File: src/rtl/mem_port_arbiter.sv
// mem_port_arbiter: shares one req/ack memory between a read-only fetch port and a priority data port
// with a starvation guard that forces a fetch grant after STARVE_LIMIT back-to-back data grants.
module mem_port_arbiter #(
    parameter int AW = 32,
    parameter int DW = 32,
    parameter int STARVE_LIMIT = 4
) (
    input  logic          clk,
    input  logic          rst,
    input  logic          i_req,
    input  logic [AW-1:0] i_addr,
    output logic [DW-1:0] i_rdata,
    output logic          i_ready,
    input  logic          d_req,
    input  logic          d_we,
    input  logic [AW-1:0] d_addr,
    input  logic [DW-1:0] d_wdata,
    output logic [DW-1:0] d_rdata,
    output logic          d_ready,
    output logic          m_req,
    output logic          m_we,
    output logic [AW-1:0] m_addr,
    output logic [DW-1:0] m_wdata,
    input  logic [DW-1:0] m_rdata,
    input  logic          m_ack,
    output logic          gnt_d
);
    localparam int CW = $clog2(STARVE_LIMIT + 1);
    localparam logic [CW-1:0] LIMIT = CW'(STARVE_LIMIT);
    localparam logic [CW-1:0] ONE = CW'(1);
    typedef enum logic [2:0] {IDLE, BUSY_I, BUSY_D, DONE_I, DONE_D} state_t;
    state_t state, state_nx;
    logic [CW-1:0] starve_cnt, starve_nx;
    logic grant_d, start;
    always_ff @(posedge clk or posedge rst)
        if (rst) begin
            state <= IDLE;
            starve_cnt <= '0;
        end else begin
            state <= state_nx;
            starve_cnt <= starve_nx;
        end
    // Data wins unless fetch is waiting and has already lost STARVE_LIMIT times in a row.
    always_comb begin
        grant_d = d_req & ~(i_req & (starve_cnt == LIMIT));
        state_nx = state;
        starve_nx = starve_cnt;
        case (state)
            IDLE: begin
                state_nx = grant_d ? BUSY_D : i_req ? BUSY_I : IDLE;
                starve_nx = (grant_d & i_req) ? ((starve_cnt == LIMIT) ? LIMIT : starve_cnt + ONE) :
                            (grant_d | i_req) ? '0 : starve_cnt;
            end
            BUSY_I: state_nx = m_ack ? DONE_I : BUSY_I;
            BUSY_D: state_nx = m_ack ? DONE_D : BUSY_D;
            default: state_nx = IDLE;
        endcase
    end
    assign start = (state == IDLE) && (state_nx != IDLE);
    // Outputs are registered from the next state so they line up with the state they describe.
    always_ff @(posedge clk or posedge rst)
        if (rst) begin
            m_req <= 1'b0;
            m_we <= 1'b0;
            m_addr <= '0;
            m_wdata <= '0;
            gnt_d <= 1'b0;
            i_ready <= 1'b0;
            d_ready <= 1'b0;
            i_rdata <= '0;
            d_rdata <= '0;
        end else begin
            m_req <= (state_nx == BUSY_I) || (state_nx == BUSY_D);
            m_we <= (state_nx == BUSY_D) && (start ? d_we : m_we);
            gnt_d <= (state_nx == BUSY_D) || (state_nx == DONE_D);
            i_ready <= state_nx == DONE_I;
            d_ready <= state_nx == DONE_D;
            if (start) begin
                m_addr <= grant_d ? d_addr : i_addr;
                m_wdata <= grant_d ? d_wdata : '0;
            end
            if (state == BUSY_I && m_ack) i_rdata <= m_rdata;
            if (state == BUSY_D && m_ack && !m_we) d_rdata <= m_rdata;
        end
endmodule

File: config.mk
export PLATFORM = sky130hd
export DESIGN_NAME = mem_port_arbiter
export DESIGN_NICKNAME = d
export VERILOG_FILES = /design/src/rtl/mem_port_arbiter.sv
export SDC_FILE = /design/constraint.sdc
export NUM_CORES = 1
export LEC_CHECK = 0
export CELL_PAD_IN_SITES_DETAIL_PLACEMENT = 0
export CELL_PAD_IN_SITES_GLOBAL_PLACEMENT = 1
export CORE_MARGIN = 8
export CORE_UTILIZATION = 32
export CTS_CLUSTER_SIZE = 12
export DETAILED_ROUTE_END_ITERATION = 8
export MAX_ROUTING_LAYER = met4
export PLACE_DENSITY = 0.79
export SYNTH_ARGS = -nofsm -noshare
export SYNTH_HDL_FRONTEND = slang
export SYNTH_SLANG_ARGS = --single-unit
export TNS_END_PERCENT = 30
File: constraint.sdc
create_clock -name clk -period 5.31 [get_ports clk]
set_clock_uncertainty 0.1 [all_clocks]
set_input_delay 0.7965 -clock clk [delete_from_list [all_inputs] [get_ports clk]]
set_output_delay 0.7965 -clock clk [all_outputs]
set_load 0.01 [all_outputs]
==> reports/metrics.cfg, run 1 <==
[pwr]
leakage_nw = 3.713
ir_drop_v = 0.0002991
powerDensity_mw_per_mm2 = 617.8
p_total_mw = 5.688

[setup_path]
path_buf_inv = 3
r2r_start = starve_cnt[0]$_DFFE_PP0P_
slowest_stage = nor3_4
critPathArrivalTime_ns = 3.65
crit_cells = 5
cp.required_ns = 5.55
crit_type = in -> reg
regToRegEndpoint = m_wdata[13]$_DFFE_PP0P_
critPathMaxStageDelay_ns = 1.13
cp-endpoint = m_wdata[13]$_DFFE_PP0P_
crit_fanout = 39
r2r_cells = 5
worstSetupStartpointType = input port
cp-end-kind = flop
cp_top_family = buffers and inverters
crit_start = d_req
path_cells = clkdlybuf4s50_1 -> buf_4 -> inv_1 -> nor3_4 -> a22o_1
regToRegSetupSlack_ns = 2.47

[timing]
finalMaxSlewViolations = 0
max_slew.worst_pin.slew_ns = 1.226
fin_crit_ns = 3.413
hold_viol_final = 0
setup_tns_ns = 0
timing.final.crit_share = 0.6428
max_freq_ghz = 0.2930
layout_setup_ws_ns = 1.897
grt_setup_unrepaired = false
whs_ns = 0.3878
setup_viol = 0
relSlewSlack = 0.1803

[run]
max_cap_violations = 0

[logic_synthesis]
synthesis.nets = 551
netlist.area_leader.share = 0.6070
synth_cells = 415
yosys-top-cells-count = 139 x dfrtp_1, 62 x mux2_2, 33 x o21ai_0
synth_area_per_cell_um2 = 13.81
ys_ff_latch = 139
syn_area_mm2 = 0.005730
ys_seq_area_frac = 0.6070
synthFlopType = dfrtp_1
synth_area_leader_cell = dfrtp_1
synth-edff-count = 0
synth_area_leaders = dfrtp_1 61%, mux2_2 12%, a22o_1 4.9%
yosys_warnings = 0
async_flop_share = 1.000
synth.distinct_cells = 39
yosysMostFrequentCell = dfrtp_1

[cts]
cts_root_buf = clkbuf_16
ctsResizeCount = 0
ctsHoldBuffers = 0
clock-sinks = 139
cts_tree = done
clk_latency_ns = 0.41
ctsLongestPathBuffers = 2
htreeDepth = 4
path_clk_slew_ns = 0.06
numCtsBuffers = 17
cts_setup_buffers = 0

[global_route]
grt_pass1_wl_um = 28940
grt_usage = 0.1708
grt_pass1_vias = 5190
grt_start_max_net_pins = 104
antenna_found_initial = 0
grt-ovfl-total = 0

[finish]
antennaDiodeCount = 0
n_fill_cell = 1497
fin_nets = 803
finalCoreUtilization = 0.5178
drive_above_1_share = 0.1559
area_growth_syn_to_layout_pct = 60.66

[drt]
firstDrtPassIters = 4
vias = 4679
drtIter0Drc = 204
drt-total-wl_um = 18930
ant_nets = 0
viasPerCell = 5.147
wl_per_cell_um = 20.82
drcViolationCount = 0

[floorplanning]
dieArea_mm2 = 0.02245
ios = 267
die_w_um = 149.8
rows = 49
dieHeight_um = 149.8
core_area_mm2 = 0.01778
start_util = 0.3223

[place]
post-place-ws_ns = 1.523
place.gp.congestion = 0.8483
port_buffers = 266
place_hpwl_um = 13260

[status]
outcome = finished, final reports clean

[min_path]
hp-class = reg -> reg

-- power breakdown --
part	switching [mW]	total, mW	internal (mW)
sequential	0.295	1.86	1.57
clock	0.445	1.33	0.887
combinational	1.03	2.49	1.47
-- worst register-to-register path, delay by kind of cell, from the launching register on --
kind / cells / cell delay [ns]
buffers and inverters: 1 / 0.06
AO/OA/AOI/OAI: 1 / 0.29
adder cells (fa/ha/maj): 1 / 0.23
flip-flops: 1 / 0.40
AND/OR/NAND/NOR: 2 / 1.69
-- worst min path at each step --
stage	from	endpoint	slack (ns)	cells after the start
detailed placement	d_rdata[0]$_DFFE_PP0P_	d_rdata[0]$_DFFE_PP0P_	0.38	1
global route	m_wdata[8]$_DFFE_PP0P_	m_wdata[8]$_DFFE_PP0P_	0.42	1
finish	d_rdata[0]$_DFFE_PP0P_	d_rdata[0]$_DFFE_PP0P_	0.39	1
floorplan	starve_cnt[0]$_DFFE_PP0P_	starve_cnt[0]$_DFFE_PP0P_	0.40	1
CTS	d_rdata[0]$_DFFE_PP0P_	d_rdata[0]$_DFFE_PP0P_	0.40	1
global placement	d_rdata[0]$_DFFE_PP0P_	d_rdata[0]$_DFFE_PP0P_	0.37	1
-- metal layers --
layer,global-route usage,part of all wire,up-vias
met5,-,0,-
met4,0.05697,0.018,0
met3,0.06834,0.096,27
met2,0.2718,0.48,214
met1,0.1931,0.40,2347
li1,-,-,2091
-- cell type report --
cell class | instances | area, µm² | share of cell area
Tap cell | 229 | 286.5 | 0.03112
Timing Repair Buffer | 272 | 2708 | 0.2941
Sequential cell | 139 | 3478 | 0.3778
Multi-Input combinational cell | 231 | 2036 | 0.2211
Clock buffer | 23 | 488.0 | 0.05300
Clock inverter | 9 | 182.7 | 0.01984
Inverter | 6 | 27.53 | 0.002990
-- metrics by stage --
stage / std cells / cell area, µm²
final: 909 / 9206
after global placement: 877 / 8528
after CTS: 909 / 9199
after global routing: 909 / 9206
after detailed placement: 877 / 8528
after floorplan: 415 / 5731
-- sequential cells by signal, indices dropped and copies added, names as in the netlist --
signal      count
d_rdata        32
i_rdata        32
m_addr         32
m_wdata        32
starve_cnt      3
state           3
d_ready         1
gnt_d           1
i_ready         1
m_req           1
m_we            1
-- logic make-up after synthesis --
group | share of synthesized area
fa+ha+maj | 0.004366
mux | 0.1258
compound gates | 0.1858
simple gates | 0.03385
buf+inv | 0.04323
flops | 0.6070
-- cell usage in the layout (no fill, tap or decap), types with 2 or more instances in the layout --
cell type,n
clkdlybuf4s50_1,266
dfrtp_1,139
mux2_2,62
o21ai_0,33
a311oi_1,32
a2bb2oi_1,32
a22o_1,32
clkbuf_16,17
buf_4,6
inv_1,5
nand2_1,5
bufinv_16,5
clkbuf_8,4
nor2_1,3
nor3_1,3
nand3_1,2
mux2_1,2
a31oi_1,2
inv_6,2
o22ai_1,2
ha_1,2
clkbuf_1,2
clkinvlp_4,2
(Power assumes the default switching activity.)
==> inputs of run 2 (changes only) <==
Settings changed: CORE_UTILIZATION 32 to 29, PLACE_DENSITY 0.79 to 0.75.
Clock period 5.31 ns to 2.9 ns, I/O delays scaled along.
==> run 2 against run 1 <==
Against the previous run: clock-buffer cell count is 4 lower; worst setup slack lost 1.4 ns; hold slack better by 0.0053 ns; global-route usage fell by 1.2 points; register-to-register slack worse by 2.0 ns; non-clock buffer count grew 6; die area rose by 9.2%; power increased by 78%; critical path type is now reg -> reg.
==> reports/metrics.cfg, run 2 (same netlist as run 1, synthesis figures left out) <==
[cts]
clk_latency_ns = 0.42  ; about the same
ctsHoldBuffers = 0  ; unchanged
htreeDepth = 4  ; unchanged
ctsLongestPathBuffers = 2  ; unchanged
cts_tree = done
ctsResizeCount = 0  ; unchanged
cts_setup_buffers = 0  ; unchanged
path_clk_slew_ns = 0.06  ; about the same
numCtsBuffers = 17  ; unchanged
cts_root_buf = clkbuf_16
clock-sinks = 139  ; unchanged

[timing]
finalMaxSlewViolations = 0  ; unchanged
timing.final.crit_share = 0.8239
relSlewSlack = 0.1944  ; +0.01417
max_freq_ghz = 0.4185
hold_viol_final = 0  ; unchanged
max_slew.worst_pin.slew_ns = 1.204  ; -0.02118 ns
fin_crit_ns = 2.389
setup_tns_ns = 0  ; unchanged
grt_setup_unrepaired = false
setup_viol = 0  ; unchanged

[global_route]
grt_start_max_net_pins = 140  ; +35%
grt_pass1_wl_um = 29330  ; +1.4%
grt-ovfl-total = 0  ; unchanged
use_met1 = 0.1780  ; -0.01512
use_met2 = 0.2560  ; -0.01585
antenna_found_initial = 0  ; unchanged
gr-usage-met3 = 0.07115  ; +0.002813
grt_usage = 0.1585  ; -0.01237
grt.busiest_layer = met2
grt_pass1_vias = 5132  ; -1.1%

[setup_path]
critPathArrivalTime_ns = 2.64  ; -1.01 ns
slowest_stage = nor3_4
worstSetupStartpointType = flop
cp_top_family = simple AND/OR/NAND/NOR gates
cp.required_ns = 3.15  ; -2.40 ns
cp-end-kind = flop
critPathMaxStageDelay_ns = 0.93  ; -0.20 ns
path_cells = or3_1 -> nor3_4 -> a22o_1
crit_fanout = 32  ; -18%
path_buf_inv = 0  ; -3
crit_type = reg -> reg

[floorplanning]
start_util = 0.2954  ; -0.02690
die_w_um = 156.6  ; +4.5%
dieHeight_um = 156.6  ; +4.5%
ios = 267  ; unchanged
core_area_mm2 = 0.01940  ; +9.1%
rows = 51  ; +4.1%
dieArea_mm2 = 0.02451  ; +9.2%

[drt]
wl_per_cell_um = 20.08  ; -3.6%
drtIter0Drc = 233  ; +14%
ant_nets = 0  ; unchanged
drcViolationCount = 0  ; unchanged
viasPerCell = 4.873  ; -5.3%
vias = 4634  ; -0.96%
drt-total-wl_um = 19090  ; +0.87%
firstDrtPassIters = 4  ; unchanged

[finish]
finalCoreUtilization = 0.4761  ; -0.04173
drive_above_1_share = 0.1647  ; +0.008841
layout_commonest_cell = clkdlybuf4s50_1
fin_nets = 809  ; +0.75%
area_growth_syn_to_layout_pct = 61.16
antennaDiodeCount = 0  ; unchanged
most-common-layout-cells = 266 x clkdlybuf4s50_1, 139 x dfrtp_1, 62 x mux2_2, 33 x o21ai_0

[status]
outcome = finished, final reports clean

[run]
max_cap_violations = 0  ; unchanged

[min_path]
hp-class = reg -> reg

[place]
port_buffers = 266  ; unchanged
place_hpwl_um = 13670  ; +3.1%
place.gp.congestion = 0.8196  ; -3.4%

[pwr]
leakage_nw = 3.709  ; about the same
powerDensity_mw_per_mm2 = 1098  ; +78%
ir_drop_v = 0.0005091  ; +70%

==> run 2: cell types whose count changed in the layout (fill, tap and decap cells not counted), sizes merged <==
cell | previous run | this run
clkinvlp | 2 | 3
clkbuf | 23 | 19
bufinv | 5 | 2
clkinv | 1 | 7
buf | 6 | 12
==> run 2: power breakdown <==
group	leakage [nW]	internal [mW]	switching (mW)
registers	1.67	2.87	0.543
logic	1.75	2.70	1.88
clock network	0.284	1.29	0.860
total	3.71	6.86	3.28
==> run 2: cell type report <==
class,instances,area [µm²]
Clock buffer,19,442.9
Tap cell,265,331.6
Clock inverter,13,142.6
Multi-Input combinational cell,231,2036
Fill cell,1752,10160
Inverter,6,26.28
Sequential cell,139,3478
Timing Repair Buffer,278,2778
==> run 2: worst paths after layout <==
kind	start	end	slack, ns	cells after the start
worst min-delay path	d_rdata[25]$_DFFE_PP0P_	d_rdata[25]$_DFFE_PP0P_	0.39	1
worst min register to register	d_rdata[25]$_DFFE_PP0P_	d_rdata[25]$_DFFE_PP0P_	0.39	1
worst max register to register	state[0]$_DFF_PP0_	m_wdata[10]$_DFFE_PP0P_	0.51	3
min in group asynchronous	rst	d_rdata[4]$_DFFE_PP0P_	0.44	3
max in group asynchronous	rst	state[1]$_DFF_PP0_	1.63	3
worst max-delay path	state[0]$_DFF_PP0_	m_wdata[10]$_DFFE_PP0P_	0.51	3
==> run 2: metal layers <==
metal | up-vias | share of wire
met1 | 2312 | 0.40
met2 | 198 | 0.50
li1 | 2109 | -
met5 | - | 0
met3 | 15 | 0.094
met4 | 0 | 0.0096
==> run 2: worst reg2reg max path: cells and delay by family, from the launching register on <==
family | cells | cell delay, ns
DFF | 1 | 0.52
and+or+nand+nor | 2 | 1.42
AOI/OAI and AO/OA | 1 | 0.28
==> run 2: metrics by stage <==
| step | total power [mW] | cell area [µm²] | setup WS, ns | std cells | hold slack (ns) |
|---|---|---|---|---|---|
| after floorplan | 5.573 | 5734 | 0.6299 | 415 | 0.4006 |
| after global placement | 7.973 | 8642 | 0.3171 | 919 | 0.3735 |
| after detailed placement | 8.064 | 8642 | 0.2353 | 919 | 0.3822 |
| after CTS | 10.28 | 9228 | 0.5100 | 951 | 0.3967 |
| after global routing | 10.72 | 9235 | 0.3718 | 951 | 0.4193 |
| final | 10.14 | 9235 | 0.5108 | 951 | 0.3931 |
==> inputs of run 3 (changes only) <==
Settings changed: CORE_UTILIZATION 29 to 32, PLACE_DENSITY 0.75 to 0.79.
Clock period 2.9 ns to 2.3 ns, I/O delays scaled along.
==> run 3 against run 2 <==
Against the previous run: clock power up 18%; global-route usage up 1.4 points; worst setup slack worse by 0.37 ns; cell area up 0.28%; clock-buffer cell count down 1; hold slack worse by 0.23 ns; core utilization up 4.5 points; critical path type unchanged; critical endpoint is now m_addr[9]$_DFFE_PP0P_.
==> reports/metrics.cfg, run 3 (same netlist as run 1, synthesis figures left out) <==
[status]
outcome = finished, final reports clean

[drt]
firstDrtPassIters = 4  ; unchanged
drtIter0Drc = 251  ; +7.7%
wl_per_cell_um = 20.65  ; +2.8%
vias = 4733  ; +2.1%
ant_nets = 0  ; unchanged
drt-total-wl_um = 19060  ; -0.20%
viasPerCell = 5.128  ; +5.2%
drcViolationCount = 0  ; unchanged

[global_route]
grt_pass1_wl_um = 29190  ; -0.47%
grt_pass1_vias = 5208  ; +1.5%
antenna_found_initial = 0  ; unchanged
grt_start_max_net_pins = 59  ; -58%
grt-ovfl-total = 0  ; unchanged
grt_usage = 0.1729  ; +0.01445

[finish]
fin_cells = 923  ; -2.9%
layout_commonest_cell = clkdlybuf4s50_1
area_growth_syn_to_layout_pct = 61.62
most-common-layout-cells = 266 x clkdlybuf4s50_1, 139 x dfrtp_1, 62 x mux2_2, 33 x o21ai_0
antennaDiodeCount = 0  ; unchanged
n_fill_cell = 1554  ; -11%
drive_above_1_share = 0.1758  ; +0.01107
fin_nets = 817  ; +0.99%

[setup_path]
cp-end-kind = flop
cp.required_ns = 2.52  ; -0.63 ns
critPathArrivalTime_ns = 2.37  ; -0.27 ns
r2r_start = state[1]$_DFF_PP0_
regToRegSetupSlack_ns = 0.15  ; -0.37 ns
crit_type = reg -> reg
crit_start = state[1]$_DFF_PP0_
worstSetupStartpointType = flop
crit_fanout = 35  ; +9.4%

[pwr]
p_total_mw = 12.70  ; +25%
powerDensity_mw_per_mm2 = 1371  ; +25%
leakage_nw = 3.743  ; +0.92%
ir_drop_v = 0.0006253  ; +23%

[timing]
fin_crit_ns = 2.155  ; -0.2345 ns
max_slew.worst_pin.slew_ns = 0.7903  ; -0.4141 ns
timing.final.crit_share = 0.9368  ; +0.1130
setup_viol = 0  ; unchanged
layout_setup_ws_ns = 0.1453  ; -0.3655 ns
setup_tns_ns = 0  ; unchanged
relSlewSlack = 0.4714  ; +0.2770
finalMaxSlewViolations = 0  ; unchanged
grt_setup_unrepaired = false
hold_viol_final = 0  ; unchanged
max_freq_ghz = 0.4641  ; +11%

[cts]
path_clk_slew_ns = 0.06  ; about the same
ctsLongestPathBuffers = 2  ; unchanged
ctsHoldBuffers = 0  ; unchanged
htreeDepth = 4  ; unchanged
clock-sinks = 139  ; unchanged
clk_latency_ns = 0.40  ; -0.02 ns
cts_root_buf = clkbuf_16
numCtsBuffers = 17  ; unchanged
cts_tree = done

[floorplanning]
start_util = 0.3223  ; +0.02690
dieArea_mm2 = 0.02245  ; -8.4%
core_area_mm2 = 0.01778  ; -8.3%
die_w_um = 149.8  ; -4.3%
rows = 49  ; -3.9%
ios = 267  ; unchanged
dieHeight_um = 149.8  ; -4.3%

[place]
place.gp.congestion = 0.7743  ; -5.5%
place_hpwl_um = 13570  ; -0.72%
dp.cells = 890  ; -3.2%
post-place-ws_ns = -0.1055  ; -0.3408 ns
port_buffers = 266  ; unchanged

[run]
max_cap_violations = 0  ; unchanged

[min_path]
hp-class = in -> async

-- run 3: cell count changes in the layout (fill, tap and decap cells not counted), moves of 2 or more --
| cell | change |
|---|---|
| buf_12 | +4 |
| buf_4 | +3 |
| bufinv_16 | -2 |
| inv_6 | +4 |
-- run 3: final cells by class --
class	instances	area, µm²	share of cell area
flip-flops and latches	139	3478	0.3756
inverters	6	26.28	0.002837
clock buffers	18	439.2	0.04742
multi-input cells	232	2039	0.2202
clock inverters	14	111.4	0.01202
repair buffers	285	2880	0.3110
well taps	229	286.5	0.03094
-- run 3: critical path: stages, from the launching register on --
cell	delay (ns)
dfrtp_1	0.38
or3_1	0.52
buf_4	0.33
nor2_8	0.48
a2bb2oi_1	0.21
-- run 3: per-stage QoR --
stage	util	hold slack [ns]	area, µm²
2_1_floorplan	-	0.3777	5734
3_3_place_gp	0.4890	0.3677	8695
3_5_place_dp	0.4890	0.3781	8695
4_1_cts	0.5205	0.1457	9255
5_1_grt	0.5209	0.1564	9261
6_report	0.5209	0.1604	9261
-- run 3: final timing paths --
kind | to | cells after the start
hold reg to reg | d_rdata[0]$_DFFE_PP0P_ | 1
setup / recovery | m_addr[9]$_DFFE_PP0P_ | 4
min in group clk | d_rdata[0]$_DFFE_PP0P_ | 1
hold / removal | d_rdata[0]$_DFFE_PP0P_ | 2
max in group asynchronous | m_wdata[26]$_DFFE_PP0P_ | 3
setup reg to reg | m_addr[9]$_DFFE_PP0P_ | 4
-- run 3: layer usage --
metal	vias to the layer above	track usage	routed length, µm
li1	2128	-	-
met1	2359	0.1986	7598
met2	226	0.2734	9175
met3	20	0.06774	2010
met4	0	0.05547	272
met5	-	-	0
-- run 3: what timing repair did --
item                                    in CTS  in global routing
gates cloned                                 1                  0
gates resized for setup                      0                  1
endpoints found under the setup margin      32                 16
pin swaps                                    1                  0
buffers inserted                             0                  0
-- run 3: power by group --
group | total (mW) | switching, mW | internal (mW)
Combinational | 5.91 | 2.44 | 3.47
Clock | 2.53 | 1.10 | 1.43
Sequential | 4.26 | 0.640 | 3.62
